===== src/rtl/mac_sequencer_if.sv =====
// Job, tap-stream, MAC-drive and result signals of one mac_sequencer.
// master = the sequencer itself; slave = the surrounding fetch/MAC/writer logic.
interface mac_sequencer_if #(
    parameter int IMG_WIDTH = 16,
    parameter int KER_WIDTH = 16,
    parameter int TAP_WIDTH = 8
);
    localparam int RES_WIDTH = IMG_WIDTH + KER_WIDTH + 1;

    logic                 start;
    logic [TAP_WIDTH-1:0] cfg_taps;
    logic                 busy;
    logic [IMG_WIDTH-1:0] up_img;
    logic [KER_WIDTH-1:0] up_ker;
    logic                 up_valid;
    logic                 up_ready;
    logic                 mac_rst;
    logic [IMG_WIDTH-1:0] mac_img;
    logic [KER_WIDTH-1:0] mac_ker;
    logic                 mac_val;
    logic [RES_WIDTH-1:0] mac_result;
    logic [RES_WIDTH-1:0] res_data;
    logic                 res_valid;
    logic                 res_ready;
    logic [2:0]           dbg_state;

    modport master (
        input  start, cfg_taps, up_img, up_ker, up_valid, mac_result, res_ready,
        output busy, up_ready, mac_rst, mac_img, mac_ker, mac_val, res_data, res_valid, dbg_state
    );

    modport slave (
        output start, cfg_taps, up_img, up_ker, up_valid, mac_result, res_ready,
        input  busy, up_ready, mac_rst, mac_img, mac_ker, mac_val, res_data, res_valid, dbg_state
    );
endinterface


===== src/rtl/mac_sequencer.sv =====
// Drives one multiply_acc through complete dot-product jobs: clear, stream taps,
// drain the MAC pipeline, then hold the captured sum until the writer takes it.
module mac_sequencer #(
    parameter int IMG_WIDTH   = 16,
    parameter int KER_WIDTH   = 16,
    parameter int TAP_WIDTH   = 8,
    parameter int MAC_LATENCY = 5
) (
    input  logic             clk,
    input  logic             rst,
    mac_sequencer_if.master  bus
);
    localparam int RES_WIDTH = IMG_WIDTH + KER_WIDTH + 1;
    localparam int DRAIN_W   = $clog2(MAC_LATENCY + 1);

    typedef enum logic [2:0] {
        S_IDLE   = 3'd0,
        S_CLEAR  = 3'd1,
        S_STREAM = 3'd2,
        S_DRAIN  = 3'd3,
        S_DONE   = 3'd4
    } state_t;

    state_t               r_state;
    logic [TAP_WIDTH-1:0] r_tap_left;
    logic [DRAIN_W-1:0]   r_drain_cnt;
    logic                 r_busy;
    logic                 r_up_ready;
    logic                 r_res_valid;
    logic [RES_WIDTH-1:0] r_res_data;
    logic                 w_xfer;

    // Both streams use valid/ready: a beat moves on a rising edge where valid and
    // ready are both high; the producer holds its data until that edge.
    assign w_xfer = bus.up_valid & r_up_ready;

    assign bus.busy      = r_busy;
    assign bus.up_ready  = r_up_ready;
    assign bus.mac_rst   = rst | (r_state == S_CLEAR);
    assign bus.mac_img   = bus.up_img;
    assign bus.mac_ker   = bus.up_ker;
    assign bus.mac_val   = w_xfer;
    assign bus.res_data  = r_res_data;
    assign bus.res_valid = r_res_valid;
    assign bus.dbg_state = r_state;

    always_ff @(posedge clk) begin
        if (rst) begin
            r_state     <= S_IDLE;
            r_tap_left  <= '0;
            r_drain_cnt <= '0;
            r_busy      <= 1'b0;
            r_up_ready  <= 1'b0;
            r_res_valid <= 1'b0;
            r_res_data  <= '0;
        end else begin
            case (r_state)
                S_IDLE: begin
                    // A zero-tap request has nothing to sum and is dropped.
                    if (bus.start && (bus.cfg_taps != '0)) begin
                        r_tap_left <= bus.cfg_taps;
                        r_busy     <= 1'b1;
                        r_state    <= S_CLEAR;
                    end
                end
                S_CLEAR: begin
                    r_up_ready <= 1'b1;
                    r_state    <= S_STREAM;
                end
                S_STREAM: begin
                    if (w_xfer) begin
                        r_tap_left <= r_tap_left - 1'b1;
                        if (r_tap_left == TAP_WIDTH'(1)) begin
                            r_up_ready  <= 1'b0;
                            r_drain_cnt <= DRAIN_W'(MAC_LATENCY);
                            r_state     <= S_DRAIN;
                        end
                    end
                end
                S_DRAIN: begin
                    // Last tap is inside mac_result on the edge where the count hits zero.
                    r_drain_cnt <= r_drain_cnt - 1'b1;
                    if (r_drain_cnt == DRAIN_W'(1)) begin
                        r_res_data  <= bus.mac_result;
                        r_res_valid <= 1'b1;
                        r_state     <= S_DONE;
                    end
                end
                S_DONE: begin
                    if (bus.res_ready) begin
                        r_res_valid <= 1'b0;
                        r_busy      <= 1'b0;
                        r_state     <= S_IDLE;
                    end
                end
                default: begin
                    r_busy      <= 1'b0;
                    r_up_ready  <= 1'b0;
                    r_res_valid <= 1'b0;
                    r_state     <= S_IDLE;
                end
            endcase
        end
    end
endmodule

===== src/flat_wrapper.sv =====
// flat-port wrapper written by rule: the top's interface ports become plain ports
module mac_sequencer_flat 
#(
    parameter int IMG_WIDTH   = 16,
    parameter int KER_WIDTH   = 16,
    parameter int TAP_WIDTH   = 8,
    parameter int MAC_LATENCY = 5
)
  (clk, rst, bus_start, bus_cfg_taps, bus_up_img, bus_up_ker, bus_up_valid, bus_mac_result, bus_res_ready, bus_busy, bus_up_ready, bus_mac_rst, bus_mac_img, bus_mac_ker, bus_mac_val, bus_res_data, bus_res_valid, bus_dbg_state);
  mac_sequencer_if #(.IMG_WIDTH(IMG_WIDTH), .KER_WIDTH(KER_WIDTH), .TAP_WIDTH(TAP_WIDTH)) bus_i ();
  input  logic clk;
  input  logic rst;
  input wire logic [$bits(bus_i.start)-1:0] bus_start;
  input wire logic [$bits(bus_i.cfg_taps)-1:0] bus_cfg_taps;
  input wire logic [$bits(bus_i.up_img)-1:0] bus_up_img;
  input wire logic [$bits(bus_i.up_ker)-1:0] bus_up_ker;
  input wire logic [$bits(bus_i.up_valid)-1:0] bus_up_valid;
  input wire logic [$bits(bus_i.mac_result)-1:0] bus_mac_result;
  input wire logic [$bits(bus_i.res_ready)-1:0] bus_res_ready;
  output wire logic [$bits(bus_i.busy)-1:0] bus_busy;
  output wire logic [$bits(bus_i.up_ready)-1:0] bus_up_ready;
  output wire logic [$bits(bus_i.mac_rst)-1:0] bus_mac_rst;
  output wire logic [$bits(bus_i.mac_img)-1:0] bus_mac_img;
  output wire logic [$bits(bus_i.mac_ker)-1:0] bus_mac_ker;
  output wire logic [$bits(bus_i.mac_val)-1:0] bus_mac_val;
  output wire logic [$bits(bus_i.res_data)-1:0] bus_res_data;
  output wire logic [$bits(bus_i.res_valid)-1:0] bus_res_valid;
  output wire logic [$bits(bus_i.dbg_state)-1:0] bus_dbg_state;
  assign bus_i.start = bus_start;
  assign bus_i.cfg_taps = bus_cfg_taps;
  assign bus_i.up_img = bus_up_img;
  assign bus_i.up_ker = bus_up_ker;
  assign bus_i.up_valid = bus_up_valid;
  assign bus_i.mac_result = bus_mac_result;
  assign bus_i.res_ready = bus_res_ready;
  assign bus_busy = bus_i.busy;
  assign bus_up_ready = bus_i.up_ready;
  assign bus_mac_rst = bus_i.mac_rst;
  assign bus_mac_img = bus_i.mac_img;
  assign bus_mac_ker = bus_i.mac_ker;
  assign bus_mac_val = bus_i.mac_val;
  assign bus_res_data = bus_i.res_data;
  assign bus_res_valid = bus_i.res_valid;
  assign bus_dbg_state = bus_i.dbg_state;
  mac_sequencer #(.IMG_WIDTH(IMG_WIDTH), .KER_WIDTH(KER_WIDTH), .TAP_WIDTH(TAP_WIDTH), .MAC_LATENCY(MAC_LATENCY)) u_core (.clk(clk), .rst(rst), .bus(bus_i));
endmodule

===== config.mk =====
export PLATFORM = sky130hd
export DESIGN_NAME = mac_sequencer_flat
export DESIGN_NICKNAME = d
export VERILOG_FILES = /design/src/rtl/mac_sequencer_if.sv /design/src/rtl/mac_sequencer.sv /design/src/flat_wrapper.sv
export SDC_FILE = /design/constraint.sdc
export NUM_CORES = 1
export LEC_CHECK = 0
export ABC_AREA = 1
export CAP_MARGIN = 20
export CORE_ASPECT_RATIO = 0.8
export CORE_MARGIN = 2
export CORE_UTILIZATION = 40
export DETAILED_ROUTE_END_ITERATION = 8
export GPL_TIMING_DRIVEN = 1
export PLACE_DENSITY = 0.88
export SYNTH_ARGS = -nofsm -noshare
export SYNTH_HDL_FRONTEND = slang
export SYNTH_SLANG_ARGS = --single-unit

===== constraint.sdc =====
create_clock -name clk -period 4.3 [get_ports clk]
set_input_delay 1.29 -clock clk [delete_from_list [all_inputs] [get_ports clk]]
set_output_delay 1.29 -clock clk [all_outputs]
set_load 0.01 [all_outputs]

==> impl_metrics.env, run 1 <==
export IMPL_outcome="finished clean"
export IMPL_clkPwrFrac=0.230
export IMPL_ys_ff_latch=50
export IMPL_hp_class="reg -> reg"
export IMPL_critPathLaunch="bus_up_valid"
export IMPL_cts_buffers=5
export IMPL_port_buffers=86
export IMPL_slew_violations=0
export IMPL_post_drt_wl_per_cell_microns=12.2
export IMPL_period_share=0.867
export IMPL_grt_pass1_vias=2214
export IMPL_routed_wl_microns=5850
export IMPL_clockBufferDepth=2
export IMPL_power_frac_seq=0.406
export IMPL_cts_sinks=50
export IMPL_design_die_area_sq_um=6720
export IMPL_p_switching_w=0.000483
export IMPL_setup_viol=0
export IMPL_n_antenna_cell=0
export IMPL_cts_htree_levels=2
export IMPL_synth_distinct_cells=20
export IMPL_cts_tree="yes"
export IMPL_max_slew_margin_rel=0.603
export IMPL_post_cts_buffers=0
export IMPL_firstDrtPassIters=4
export IMPL_yosysMostFrequentCell="nor2_1"
export IMPL_rsz0062_at_grt="no"
export IMPL_synth_top_area_share=0.412
export IMPL_core_area_sq_um=5880
export IMPL_rr_startpoint="u_core.bus.dbg_state[1]$_SDFFE_PP0P_"
export IMPL_dp_hpwl_microns=4210
export IMPL_ff2ff_path_depth=9
export IMPL_irDropWorstVdd_mv=0.186
export IMPL_synth_common_cells="nor2_1, dfxtp_1, o21ai_0"
export IMPL_async_flop_share=0
export IMPL_p_per_area_nw_per_um2=436
export IMPL_synth_top_cell_by_area="dfxtp_1"
export IMPL_num_vias=2309
export IMPL_drtIter0Drc=112
export IMPL_placed_area_sq_um=3100
export IMPL_via_per_inst=4.82
export IMPL_r2r_end="u_core.r_tap_left[4]$_SDFFE_PP0P_"
export IMPL_antenna_found_initial=0
export IMPL_crit_path_end="bus_mac_val"
export IMPL_cp_start_kind="primary input"
export IMPL_rows=25
export IMPL_hold_violations=0
export IMPL_cts_resized=0
export IMPL_syn_area_per_cell_sq_um=7.05
export IMPL_start_util=0.414
export IMPL_final_cell_area_sq_um=3210
export IMPL_synth_seq_area_share=0.412
export IMPL_area_growth_pct=31.9
export IMPL_ios=151
export IMPL_max_freq_mhz=268
export IMPL_grt_usage=0.178
export IMPL_leakagePower_nw=1.38
export IMPL_synth_ff_type="dfxtp_1"
export IMPL_power_switching_share=0.346
export IMPL_yosys_top_cells_area="dfxtp_1, nor2_1, buf_4, o21ai_0, nand2_1"
export IMPL_grt_pass1_wl_microns=9720
export IMPL_die_w_microns=91.2
export IMPL_regToRegSetupSlack_ns=2.30
export IMPL_cts_root_buf="clkbuf_8"
export IMPL_gr_total_overflow=0
export IMPL_power_internal_w=0.000914
export IMPL_crit_fanout=2
export IMPL_finalNonFillerCells=479
export IMPL_synth_edf_count=0
export IMPL_drive_gt1_frac=0.0452
export IMPL_fin_worst_skew_ns=0.0120
export IMPL_layout_min_cycle_time_ns=3.73
export IMPL_critPathCaptureType="output pin"
export IMPL_netlist_area_sq_um=2430
export IMPL_nets=479
export IMPL_place_congestion=0.869
export IMPL_clock_latency_ns=0.30
export IMPL_synth_nets=427
export IMPL_dp_cells=471
export IMPL_required_ns=3.01
export IMPL_clkTransAtPathRegs_ns=0.09
export IMPL_ys_warn_count=0
export IMPL_synthCells=345
export IMPL_die_h_microns=73.7
export IMPL_tightest_slew_ns=0.594
export IMPL_ant_nets=0
export IMPL_drc=0
export IMPL_crit_type="in -> out"
export IMPL_hold_buffers=0
export IMPL_finalSetupTns_ns=0
export IMPL_cap_violations=0
export IMPL_worst_ep_arrival_time_ns=2.44
export IMPL_combinationalPowerShare=0.364
export IMPL_grt_max_degree=45
worst min-delay path by stage:
stage / startpoint / to / slack [ns] / cells after the start
final: u_core.r_drain_cnt[1]$_SDFFE_PP0P_ / u_core.r_drain_cnt[1]$_SDFFE_PP0P_ / 0.47 / 2
after global routing: u_core.bus.res_valid$_SDFFE_PP0P_ / u_core.bus.res_valid$_SDFFE_PP0P_ / 0.49 / 2
after CTS: u_core.bus.busy$_SDFFE_PP0P_ / u_core.bus.busy$_SDFFE_PP0P_ / 0.47 / 2
after detailed placement: u_core.bus.busy$_SDFFE_PP0P_ / u_core.bus.busy$_SDFFE_PP0P_ / 0.46 / 2
after global placement: u_core.bus.busy$_SDFFE_PP0P_ / u_core.bus.busy$_SDFFE_PP0P_ / 0.45 / 2
after floorplan: u_core.r_drain_cnt[1]$_SDFFE_PP0P_ / u_core.r_drain_cnt[1]$_SDFFE_PP0P_ / 0.43 / 2
layout by cell type, fill, tap and decap left out, types with 4 or more instances in the layout:
| cell | n |
|---|---|
| clkdlybuf4s50_1 | 86 |
| clkbuf_8 | 5 |
| dfxtp_1 | 50 |
| nand3_1 | 16 |
| ha_1 | 4 |
| nor2_1 | 98 |
| nand2_1 | 44 |
| o21ai_0 | 46 |
| a21oi_1 | 8 |
| nand4_1 | 4 |
| inv_1 | 19 |
flip-flops by register name (all words and copies together), names as in the netlist:
name                  count
u_core.bus.busy           1
u_core.bus.dbg_state      3
u_core.bus.res_data      33
u_core.bus.res_valid      1
u_core.bus.up_ready       1
u_core.r_drain_cnt        3
u_core.r_tap_left         8
worst max-delay path, stage by stage:
cell,delay [ns]
clkdlybuf4s50_1,0.48
nand2_1,0.06
inv_1,0.08
clkdlybuf4s50_1,0.53
power by group through the flow:
stage	Combinational (W)	Sequential (W)	Clock, W
after floorplan	0.000353	0.000582	0
after global placement	0.000488	0.000573	0
after detailed placement	0.000506	0.000577	0
after CTS	0.000510	0.000567	0.000331
after global routing	0.000580	0.000575	0.000350
final	0.000509	0.000567	0.000322
per-layer routing:
layer	wire length, microns	vias to the layer above	track usage
li1	-	1160	-
met1	2480	1035	0.193
met2	2630	103	0.311
met3	671	11	0.0790
met4	66	0	0.0690
met5	0	-	0
cells by family after synthesis:
logic type      after synthesis  synth area share
simple gates                167             0.279
buf+inv                      66             0.164
compound gates               56             0.118
flops                        50             0.412
fa+ha+maj                     4            0.0206
xor+xnor                      2           0.00720
area by class of cell:
| cell class | count | area, sq um |
|---|---|---|
| Sequential cell | 50 | 1000 |
| Clock buffer | 7 | 76.3 |
| Timing Repair Buffer | 89 | 883 |
| Clock inverter | 1 | 30.0 |
| Tap cell | 81 | 101 |
| Multi-Input combinational cell | 229 | 1030 |
| Inverter | 22 | 82.6 |
| Fill cell | 561 | 2670 |
metrics by stage:
stage	util	hold slack, ns	total power (W)	setup slack [ns]
finish	0.546	0.469	0.00140	0.573
global route	0.546	0.492	0.00150	0.498
CTS	0.546	0.472	0.00141	0.570
detailed placement	0.527	0.458	0.00108	0.576
global placement	0.527	0.449	0.00106	0.590
floorplan	-	0.434	0.000935	1.21
Power figures use the tool's default switching activity.
==> run 2: changes to the inputs <==
--- a/config.mk
+++ b/config.mk
@@ -13,6 +13,7 @@
 export DETAILED_ROUTE_END_ITERATION = 8
 export GPL_TIMING_DRIVEN = 1
 export PLACE_DENSITY = 0.88
+export SKIP_LAST_GASP = 1
 export SYNTH_ARGS = -nofsm -noshare
 export SYNTH_HDL_FRONTEND = slang
 export SYNTH_SLANG_ARGS = --single-unit
==> results of run 2 <==
Same layout as run 1: the final DEF is identical, and so are final timing and power.
